### config.mk
export PLATFORM = sky130hd
export DESIGN_NAME = fwd_mux_hold
export DESIGN_NICKNAME = d
export VERILOG_FILES = /design/src/rtl/fwd_mux_hold_pkg.sv /design/src/rtl/fwd_mux_comb.sv /design/src/rtl/fwd_mux_hold.sv
export SDC_FILE = /design/constraint.sdc
export NUM_CORES = 1
export LEC_CHECK = 0
export CAP_MARGIN = 20
export CORE_AREA = 2 2 81 114
export CTS_CLUSTER_DIAMETER = 30
export DETAILED_ROUTE_END_ITERATION = 6
export DIE_AREA = 0 0 83 116
export PLACE_DENSITY = 0.79
export SETUP_SLACK_MARGIN = 0.1
export SLEW_MARGIN = 5
export SYNTH_ARGS = -nofsm -noshare
export SYNTH_HDL_FRONTEND = slang
export SYNTH_SLANG_ARGS = --single-unit
### constraint.sdc
create_clock -name Clk -period 2.7 [get_ports Clk]
set_input_delay 0.81 -clock Clk [delete_from_list [all_inputs] [get_ports Clk]]
set_output_delay 0.81 -clock Clk [all_outputs]
set_load 0.02 [all_outputs]
### src/rtl/fwd_mux_hold_pkg.sv
// Shared definitions for the forwarding and pipeline-register blocks:
// the two-state hold FSM encoding and a constant clog2 helper.
package fwd_mux_hold_pkg;

    typedef enum logic {
        PASS = 1'b0,
        HELD = 1'b1
    } fwd_state_e;

    function automatic int clog2(input int n);
        int r;
        r = 0;
        while ((1 << r) < n) begin
            r = r + 1;
        end
        return r;
    endfunction

endpackage

### src/rtl/fwd_mux_comb.sv
// Purely combinational NUM_IN-to-1 selector. An out-of-range select
// falls back to the last input and raises sel_bad.
module fwd_mux_comb
    import fwd_mux_hold_pkg::*;
#(
    parameter int WIDTH  = 32,
    parameter int NUM_IN = 3,
    parameter int SEL_W  = 2
) (
    input  logic [NUM_IN*WIDTH-1:0] In,
    input  logic [SEL_W-1:0]        Sel,
    output logic [WIDTH-1:0]        sel_val,
    output logic                    sel_bad
);

    logic [WIDTH-1:0] in_arr [NUM_IN];

    genvar gi;
    generate
        for (gi = 0; gi < NUM_IN; gi++) begin : g_unpack
            assign in_arr[gi] = In[gi*WIDTH +: WIDTH];
        end
    endgenerate

    always_comb begin
        sel_val = in_arr[NUM_IN-1];
        sel_bad = 1'b1;
        for (int k = 0; k < NUM_IN; k++) begin
            if (Sel == SEL_W'(k)) begin
                sel_val = in_arr[k];
                sel_bad = 1'b0;
            end
        end
    end

endmodule

### src/rtl/fwd_mux_hold.sv
// Registered forwarding mux with a one-entry stall capture buffer: the operand
// seen on the first stall cycle is replayed when the stall releases.
module fwd_mux_hold
    import fwd_mux_hold_pkg::*;
#(
    parameter int WIDTH  = 32,
    parameter int NUM_IN = 3,
    parameter int SEL_W  = 2
) (
    input  logic                    Clk,
    input  logic                    Rst,
    input  logic [NUM_IN*WIDTH-1:0] In,
    input  logic [SEL_W-1:0]        Sel,
    input  logic                    Valid_in,
    input  logic                    Stall,
    input  logic                    Flush,
    output logic [WIDTH-1:0]        Out,
    output logic                    Valid_out,
    output logic                    Sel_err
);

    generate
        if (NUM_IN < 2) begin : g_bad_num_in
            $error("fwd_mux_hold: NUM_IN must be at least 2");
        end
        if (SEL_W < clog2(NUM_IN)) begin : g_bad_sel_w
            $error("fwd_mux_hold: SEL_W too narrow for NUM_IN");
        end
    endgenerate

    logic [WIDTH-1:0] sel_val;
    logic             sel_bad;
    logic             sel_err_n;

    fwd_mux_comb #(
        .WIDTH  (WIDTH),
        .NUM_IN (NUM_IN),
        .SEL_W  (SEL_W)
    ) u_comb (
        .In      (In),
        .Sel     (Sel),
        .sel_val (sel_val),
        .sel_bad (sel_bad)
    );

    assign sel_err_n = sel_bad & Valid_in;

    fwd_state_e       state_q, state_d;
    logic [WIDTH-1:0] out_q, out_d;
    logic             valid_q, valid_d;
    logic             err_q, err_d;
    logic [WIDTH-1:0] hold_data_q, hold_data_d;
    logic             hold_v_q, hold_v_d;
    logic             hold_err_q, hold_err_d;

    always_comb begin
        state_d     = state_q;
        out_d       = out_q;
        valid_d     = valid_q;
        err_d       = err_q;
        hold_data_d = hold_data_q;
        hold_v_d    = hold_v_q;
        hold_err_d  = hold_err_q;

        if (Flush) begin
            state_d     = PASS;
            out_d       = '0;
            valid_d     = 1'b0;
            err_d       = 1'b0;
            hold_data_d = '0;
            hold_v_d    = 1'b0;
            hold_err_d  = 1'b0;
        end else begin
            case (state_q)
                PASS: begin
                    if (Stall) begin
                        // Capture even an invalid operand so the replay mirrors the stall cycle.
                        hold_data_d = sel_val;
                        hold_v_d    = Valid_in;
                        hold_err_d  = sel_err_n;
                        state_d     = HELD;
                    end else begin
                        out_d   = sel_val;
                        valid_d = Valid_in;
                        err_d   = sel_err_n;
                    end
                end
                HELD: begin
                    if (!Stall) begin
                        out_d       = hold_data_q;
                        valid_d     = hold_v_q;
                        err_d       = hold_err_q;
                        hold_data_d = '0;
                        hold_v_d    = 1'b0;
                        hold_err_d  = 1'b0;
                        state_d     = PASS;
                    end
                end
                default: state_d = PASS;
            endcase
        end
    end

    always_ff @(posedge Clk) begin
        if (Rst) begin
            state_q     <= PASS;
            out_q       <= '0;
            valid_q     <= 1'b0;
            err_q       <= 1'b0;
            hold_data_q <= '0;
            hold_v_q    <= 1'b0;
            hold_err_q  <= 1'b0;
        end else begin
            state_q     <= state_d;
            out_q       <= out_d;
            valid_q     <= valid_d;
            err_q       <= err_d;
            hold_data_q <= hold_data_d;
            hold_v_q    <= hold_v_d;
            hold_err_q  <= hold_err_d;
        end
    end

    assign Out       = out_q;
    assign Valid_out = valid_q;
    assign Sel_err   = err_q;

endmodule

# [After elaboration in Yosys (flattened, before gate mapping)]
# Cells that the tools add are included.
[totals] mem_bits_ro=0 ff_bits=69 in_bits=103 ramBits=0 latchBits=0 n_memories=0
[classes] n_reduce_logical=4 order_cmp=0 n_eq_ne=5 multipliers=0 n_bitwise=2 shift=0 n_addsub=0 div_mod_pow=0 n_mux=24
[ops] cell="$mux 32" n=7
[ops] cell="$pmux 32 s2" n=2
[ops] cell="$mux 1" n=11
[ops] cell="$pmux 1 s2" n=4
[ops] cell="$ne 2x2->1 const B" n=3
[ops] cell="$reduce_and 2->1" n=2
[ops] cell="$eq 2x1->1 const B" n=1
[ops] cell="$eq 2x2->1 const B" n=1
[ops] cell="$logic_not 2->1" n=1
[ops] cell="$reduce_or 2->1" n=1
[ops] cell="$and 1x1->1" n=1
[ops] cell="$not 1->1" n=1

# [Longest topological paths before layout]
[depth] ltp_word=7 mapped_depth=9

# [Hierarchy]
# Synthesis repeated with hierarchy kept, for this count alone.
[unflattened] cells_unflattened=423 area_unflattened_um2=3936.3
[modules_own_cells] module="fwd_mux_hold" n_inst=1 area_per_inst_um2=3224.3 cells_each=315
[modules_own_cells] module="fwd_mux_comb" n_inst=1 area_per_inst_um2=711.9 cells_each=108

# [Worst setup path after synthesis]
# No wires, ideal clock.
[synth_path] path_type="input to register" from="in Stall" to="reg out_q[10] (netlist: Out[10])" arrival_time_ps=1868 cell_stages=7 path_slack_ps=767 required_ps=2635 path_buffers=2 path_cell_list="ha_1 or2_1 buf_4 buf_4 a21o_1 a2bb2oi_1 nor2_1"
[synth_between] elab_chain_cells=2 word_cells_on_any_way=3 cone_classes="eq/ne: 2; reduce/logical: 1"
[synth_lines] element="start, declared" line_no="fwd_mux_hold.sv:15" source="input logic Stall,"
[synth_lines] element="$ne 2x2->1 (no source line)"
[synth_lines] element="$reduce_and 2->1 (no source line) (*)"
[synth_lines] element="end signal, assigned" line_no="fwd_mux_hold.sv:115" source="out_q <= out_d;"
[synth_lines] element="end, declared" line_no="fwd_mux_hold.sv:49" source="logic [WIDTH-1:0] out_q, out_d;"
# Every way passes the cells marked *; elsewhere a longest branch is shown, timed or not.
# A chain may end at the register's enable or synchronous reset.

# [Worst setup path in the final report]
[layout_path] from="in Stall" to="reg out_q[18] (netlist: Out[18])"
# Same word-level chain as after synthesis.

==> metrics.txt <==
core area=8558 sq um; synthesis warning total=0; most frequent cells after synthesis=69 x dfxtp_1, 65 x mux2i_1, 64 x nand2b_1, 36 x nor2_1; ratio of final minimum period to clock period=81.69%; syn_area_per_cell=9.827 sq um; Critical Path RT=2960 ps; Bufs on Longest Clock Path=2; synth-to-layout area growth=44.00%; share of cells above drive strength 1=6.238%; CTS resizes=0; Congestion Overflow GR=0; GP Congestion=0.7686; wire length per cell=17.10 um; Synth Instances=384; Total Wirelength=10.57 mm; CTS tree=yes; cell chain of the critical path=clkdlybuf4s50_1 -> ha_1 -> or2_2 -> buf_4 -> a21o_1 -> a2bb2oi_1 -> nor2_1; #FFs+latches synth=69; Synth area leaders=dfxtp_1 37%, mux2i_1 17%, nand2b_1 11%; antenna-violating nets left=0; EDFF count, synth=0; die width=83 um; maximum vdd ir drop=0.0004294 V; crit path buf inv count=2; DRC Markers=0; Die ar.=9628 sq um; hold_buf cts=0; Num CTS Buffers=9; die height=116 um; DRT Pass-1 Iters=4; static leakage=0.002420 uW; Max Transition Viols Final=0; fin crit period=2206 ps; Reg2Reg Depth=7; Top FF cell, synth=dfxtp_1; clk slew on worst S/H paths=50 ps; drt via density=5.549; delay-heaviest family, CP=buffers and inverters; Starting Density=44.09%; CP Launch Type=input port; Reg2Reg Setup Slack=900 ps; post-CTS setup buffers=0; H-tree levels=3; CTS Root Buffer Type=clkbuf_16; f_max=0.4534 GHz; placed cells=603; reg2reg end=Out[18]; Final WS setup=494.3 ps; Crit Reg-Reg Startpoint=state_q; Post-Syn Nets=489; clock latency on the worst-skew pair=330 ps; final setup TNS=0 ps; CP endpoint kind=flop; Hold Path End=hold_data_q[20]; final setup fails=0; post-synthesis async set-or-reset flop share=0%; outcome=finished, final reports clean; nets@finish=614; Synth area leader=dfxtp_1; DR iter-0 viols=102; Mapped Area=3774 sq um; Post-Place Worst Slack=168.4 ps; DR vias=3429; ant diodes=0; distinct cell type count after synthesis=23; Synth top area share=36.60%; number of I/O port buffers=136; largest net degree at the start of global routing=43; register area share after synthesis=36.60%; Hold Crit Depth=1; min-delay src=hold_data_q[20]; min-delay worst type=reg -> reg; most repeated cell in the gate-level netlist after synthesis=dfxtp_1; clock sink total=69; Top-Level Pins=137; Cell Pwr Density=513.9 nW/um^2; Tot GR Track Use=22.02%; initial antenna violation count=0; Slew @ Worst Pin=613.6 ps; DP HPWL=7.286 mm; max-slew headroom at the worst pin=59.09%; Fin. Hold Viols=0; Max Fanout on Critical Path=24; first-pass GRT wire length=16.98 mm; final non-filler cell total=618; max_cap viols=0; Site Rows=40; critical path class=in -> reg; RSZ-0062 raised after global routing=false; Data arrival, critical path=2460 ps; slowest CP cell=clkdlybuf4s50_1; Final Skew=4.903 ps; number of global-route vias before repair=3625; CP peak stage delay=440 ps
layout by cell type, fill, tap and decap left out, types with 2 or more instances in the layout:
cell type        instances
a32o_1                  32
o21ai_0                  2
ha_1                     2
nor2_1                  36
and2_1                   2
dfxtp_1                 69
clkbuf_1                 2
clkbuf_8                 3
a21o_1                  32
clkbuf_16                9
buf_4                   10
a21oi_1                  4
clkdlybuf4s50_1        134
a2bb2oi_1               32
buf_2                    2
mux2i_1                 65
nand2b_1                64
buf_12                   3
cell families (layout without fill, tap and decap cells):
family / after synthesis / after routing / synth area share, %
mux: 65 / 65 / 17.24
buf+inv: 36 / 165 / 6.366
fa+ha+maj: 2 / 2 / 0.6630
compound gates: 103 / 103 / 23.28
simple gates: 109 / 109 / 15.85
flops: 69 / 69 / 36.60
worst max path at each step:
stage,from,to,slack [ps],cells after the start
6_report,Stall,Out[18],490,7
5_1_grt,Stall,Out[18],390,7
4_1_cts,Stall,Out[18],510,7
3_5_place_dp,Stall,Out[18],170,7
3_3_place_gp,Stall,Out[24],240,7
2_1_floorplan,Stall,Out[10],770,7
worst reg2reg max path: stages, from the launching register on:
cell	delay [ps]
dfxtp_1	510
inv_2	60
ha_1	190
or2_2	310
buf_4	230
a21o_1	190
a2bb2oi_1	120
nor2_1	100
final cells by class:
type                    instances  area [sq um]
fillers                       710          3124
multi-input cells             279          2152
repair buffers                149          1486
flip-flops and latches         69          1381
clock buffers                  14         274.0
well taps                     105         131.4
clock inverters                 1         5.005
inverters                       1         3.754
layer usage:
metal / vias to the layer above / routed length, um / part of all wire, % / global-route usage [%]
li1: 1647 / - / - / -
met1: 1644 / 4095 / 39 / 23.03
met2: 115 / 5699 / 54 / 42.15
met3: 23 / 469 / 4.4 / 3.989
met4: 0 / 302 / 2.9 / 11.04
met5: - / 0 / 0 / 0
stage by stage:
step	hold WS (ps)	instance area (sq um)	util (%)	total power [uW]
after floorplan	441.2	3774	-	1464
after global placement	445.1	5155	60.23	1703
after detailed placement	453.1	5155	60.23	1720
after CTS	464.8	5434	63.49	2812
after global routing	475.0	5434	63.49	2897
final	462.0	5434	63.49	2792
state kept, by name, summed over array words and instances, names as in the netlist:
name	count
Out	32
Valid_out	1
hold_err_q	1
Sel_err	1
state_q	1
hold_data_q	32
hold_v_q	1
power by group:
part | internal [uW] | total [uW] | switching (uW)
Clock | 690 | 1090 | 400
Combinational | 351 | 611 | 259
Sequential | 1070 | 1090 | 25.8
Power figures use the tool's default switching activity.
